[src/rtl/key_click_decoder.sv]
// rtl/key_click_decoder.sv - classifies debounced key press bursts into single/double/triple clicks
//
// Purpose: counts key_flag press pulses that fall inside a sliding inter-press
// window and emits one classification pulse per burst.
//
// Ports:
//   sys_clk      in   system clock, rising edge
//   sys_rst      in   synchronous active-high reset
//   key_flag     in   one-cycle debounced press pulse
//   click_single out  one-cycle pulse, burst closed with 1 press
//   click_double out  one-cycle pulse, burst closed with 2 presses
//   click_triple out  one-cycle pulse, 3rd press of a burst seen
//   click_num    out  press count of the last classified burst, held
//   busy         out  high while a burst is open
module key_click_decoder #(
  parameter logic [23:0] CNT_WIN = 24'd14_999_999
) (
  input  logic       sys_clk,
  input  logic       sys_rst,
  input  logic       key_flag,
  output logic       click_single,
  output logic       click_double,
  output logic       click_triple,
  output logic [1:0] click_num,
  output logic       busy
);

  localparam logic [0:0] IDLE = 1'b0;
  localparam logic [0:0] WAIT = 1'b1;

  logic [0:0]  state;
  logic [23:0] win_cnt;
  logic [1:0]  press_cnt;

  // busy is a decode of the state register, so it is registered as well.
  assign busy = (state == WAIT);

  always_ff @(posedge sys_clk) begin
    if (sys_rst) begin
      state        <= IDLE;
      win_cnt      <= 24'd0;
      press_cnt    <= 2'd0;
      click_single <= 1'b0;
      click_double <= 1'b0;
      click_triple <= 1'b0;
      click_num    <= 2'd0;
    end else begin
      click_single <= 1'b0;
      click_double <= 1'b0;
      click_triple <= 1'b0;
      case (state)
        IDLE: begin
          if (key_flag) begin
            press_cnt <= 2'd1;
            win_cnt   <= 24'd0;
            state     <= WAIT;
          end
        end
        WAIT: begin
          // A press takes priority over window expiry on the same edge.
          if (key_flag) begin
            if (press_cnt == 2'd1) begin
              press_cnt <= 2'd2;
              win_cnt   <= 24'd0;
            end else begin
              // Third press closes the burst at once.
              click_triple <= 1'b1;
              click_num    <= 2'd3;
              press_cnt    <= 2'd0;
              win_cnt      <= 24'd0;
              state        <= IDLE;
            end
          end else if (win_cnt == CNT_WIN) begin
            if (press_cnt == 2'd1) begin
              click_single <= 1'b1;
              click_num    <= 2'd1;
            end else if (press_cnt == 2'd2) begin
              click_double <= 1'b1;
              click_num    <= 2'd2;
            end
            press_cnt <= 2'd0;
            win_cnt   <= 24'd0;
            state     <= IDLE;
          end else begin
            win_cnt <= win_cnt + 24'd1;
          end
        end
        default: begin
          state     <= IDLE;
          press_cnt <= 2'd0;
          win_cnt   <= 24'd0;
        end
      endcase
    end
  end

endmodule

[config.mk]
export PLATFORM = sky130hd
export DESIGN_NAME = key_click_decoder
export DESIGN_NICKNAME = d
export VERILOG_FILES = /design/src/rtl/key_click_decoder.sv
export SDC_FILE = /design/constraint.sdc
export NUM_CORES = 1
export LEC_CHECK = 0
export CORE_MARGIN = 4
export CORE_UTILIZATION = 35
export CTS_BUF_LIST = sky130_fd_sc_hd__clkbuf_16
export CTS_CLUSTER_DIAMETER = 150
export DETAILED_ROUTE_END_ITERATION = 10
export GPL_TIMING_DRIVEN = 0
export PLACE_DENSITY = 0.61
export REMOVE_ABC_BUFFERS = 1
export SYNTH_ARGS = -nofsm -noshare
export SYNTH_HDL_FRONTEND = slang
export SYNTH_SLANG_ARGS = --single-unit
[constraint.sdc]
create_clock -name sys_clk -period 2.5 [get_ports sys_clk]
set_input_delay 0.25 -clock sys_clk [delete_from_list [all_inputs] [get_ports sys_clk]]
set_output_delay 0.25 -clock sys_clk [all_outputs]
set_load 0.03 [all_outputs]
==> impl_metrics.tcl <==
set metrics [dict create \
    holdCritStartpoint "win_cnt[23]" \
    initialDrtViolationCount 69 \
    min_to "win_cnt[23]" \
    yosys.area.top_type_share 0.394 \
    nFillCells 434 \
    end_kind "register" \
    clock_latency_ns 0.28 \
    report.final.slew_viol_count 0 \
    slew_headroom 0.455 \
    boundaryPins 9 \
    post-route-min-period_ns 2.28 \
    leakage_nw 0.637 \
    grt_usage 0.135 \
    fin_crit_sh 0.913 \
    cp_max_fo 8 \
    diodes 0 \
    numCtsBuffers 5 \
    rrSetupSlack_ns 0.22 \
    ys_warn_count 0 \
    start_util 0.368 \
    routed_wl_um 3690 \
    synth-edff-count 0 \
    htreeDepth 2 \
    ant_nets 0 \
    start_kind "register" \
    syn_area_mm2 0.00163 \
    holdPathStages 1 \
    clock_path_buffers 2 \
    dpl-instance-area_mm2 0.00174 \
    io_buffers 8 \
    rsz0062_at_grt "no" \
    cts-root-buf "clkbuf_16" \
    fin_nets 213 \
    synth_seq_cells 32 \
    fp-row-count 24 \
    final_cell_area_mm2 0.00190 \
    power.density_mw_per_mm2 611 \
    async_reset_ff_frac 0 \
    ys_seq_area_frac 0.394 \
    synth_cell_types 45 \
    synth_cells 200 \
    cap_violations 0 \
    grt_pass1_vias 1401 \
    status "complete, no violations" \
    worstMarginPinSlew_ns 0.815 \
    area.growth.synth_to_final_pct 16.6 \
    die_x_um 76.2 \
    gr-total-overflow 0 \
    critPathKind "reg2reg" \
    via_count 1496 \
    grt_pass1_wl_um 6490 \
    viasPerCell 5.73 \
    die_height_um 76.2 \
    grt_max_degree 19 \
    finalWeightedCongestion 0.820 \
    hp-class "reg2reg" \
    cts.sinks 32 \
    ys.flop_type "dfxtp_1" \
    setup_slack_ns 0.218 \
    wl_per_cell_um 14.1 \
    hold_viol_final 0 \
    dieArea_mm2 0.00580 \
    avgSynthCellArea_um2 8.13 \
    post-route-drc-count 0 \
    ir_drop_mv 0.283 \
    synth_top_area_cell "dfxtp_1" \
    core-area_mm2 0.00441 \
    reg2regPathDepth 6 \
    cts_tree "built" \
    required_ns 2.65 \
    cts_resized 0 \
    reg2reg_from "win_cnt[0]" \
    dp_hpwl_um 2470 \
    reg2reg_to "win_cnt[16]" \
    cp.arrival_ns 2.43 \
    clock_skew_ns 0.00527 \
    dp_slack_ns 0.113 \
    setup-violations-final 0 \
    antenna_found_initial 0 \
    layout-drive-gt1-share 0.0766 \
    drtPass1Iterations 4 \
    cts.clk_slew.worst_paths_ns 0.05 \
    ys_top_cells_by_area "dfxtp_1, a21oi_1, nand2_1" \
    max_freq_ghz 0.438 \
]
==> cells in the mapped netlist, types with 3 or more instances <==
master    count
o211ai_1      3
nand2_1      25
nor2_1       12
clkbuf_1      7
a31oi_1      10
and3_1        5
dfxtp_1      32
nor3_1        6
nand4_1       8
nand3_1      12
inv_1         7
a21oi_1      20
o21ai_0       7
o21ai_1       3
nand3b_1      3
==> layout make-up <==
type	instances	area [µm²]	area share
multi-input combinational	151	913	0.482
clock inverter	2	8.76	0.00462
timing repair buffer	12	118	0.0620
inverter	7	26.3	0.0139
clock buffer	5	125	0.0660
tap	52	65.1	0.0343
sequential	32	641	0.338
==> through the flow <==
step / utilization / hold slack [ns] / std cells / setup TNS (ns) / power (mW)
global placement: 0.389 / 0.463 / 250 / -8.89 / 0.606
floorplan: - / 0.319 / 190 / 0 / 0.579
detailed placement: 0.394 / 0.472 / 251 / 0 / 0.609
finish: 0.430 / 0.482 / 261 / 0 / 1.16
global route: 0.430 / 0.484 / 261 / 0 / 1.20
CTS: 0.425 / 0.476 / 258 / 0 / 1.17
==> what timing repair did <==
| action | CTS | global route |
|---|---|---|
| hold buffers | 0 | 0 |
| endpoints found under the setup margin | 0 | 3 |
| setup buffers | 0 | 3 |
==> flip-flops by register name, indices dropped and copies added (netlist names) <==
name	flops
busy	1
click_triple	1
win_cnt	24
click_num	2
press_cnt	2
click_single	1
click_double	1
==> routing by layer <==
metal	track usage	up-vias	share of wire
met1	0.179	695	0.50
met5	0	-	0
met3	0.0319	7	0.026
li1	-	776	-
met4	0.0734	0	0.025
met2	0.199	18	0.45
==> layout by cell type (no fill, tap or decap), types with 2 or more instances in the layout <==
cell type and n:
nand2_1 25, o21ai_1 3, nand2b_1 2, clkbuf_16 5, a21oi_1 20, nand3b_1 3, nand3_1 12, nor3_1 6
a221oi_1 2, a21o_1 2, nor4_4 2, xor2_1 2, o21ai_0 7, clkdlybuf4s50_1 8, a31oi_1 10, and3_1 5
or3_1 2, dfxtp_1 32, nor2_1 12, nor4b_1 2, nand4_1 8, buf_4 3, inv_1 8, o211ai_1 3
o32ai_1 2, o31ai_1 2
==> power by group <==
| part | total, mW | switching, mW | internal [mW] |
|---|---|---|---|
| combinational | 0.0716 | 0.0458 | 0.0259 |
| sequential | 0.527 | 0.00897 | 0.518 |
| clock | 0.561 | 0.204 | 0.356 |
==> cell families (layout without fill, tap and decap cells) <==
kind of cell    Yosys count  after routing  synth area share
xor+xnor                  2              2            0.0108
simple gates             88             88             0.303
compound gates           59             59             0.229
flops                    32             32             0.394
mux                       1              1           0.00615
fa+ha+maj                 1              1           0.00769
buf+inv                  17             26            0.0492
==> worst max-delay path, cell delays in order, from the launching register on <==
cell     delay (ns)
dfxtp_1        0.41
ha_1           0.25
nand4_1        0.25
or4_1          0.73
or2_1          0.28
a21oi_1        0.15
a21oi_1        0.09
==> worst max-delay path by stage <==
stage / start / end / depth (start not counted)
after floorplan: busy / win_cnt[23] / 4
after global placement: key_flag / win_cnt[5] / 5
after detailed placement: win_cnt[0] / win_cnt[11] / 7
after CTS: win_cnt[0] / win_cnt[11] / 7
after global routing: win_cnt[0] / win_cnt[16] / 6
final: win_cnt[0] / win_cnt[16] / 6
(Power assumes the default switching activity.)
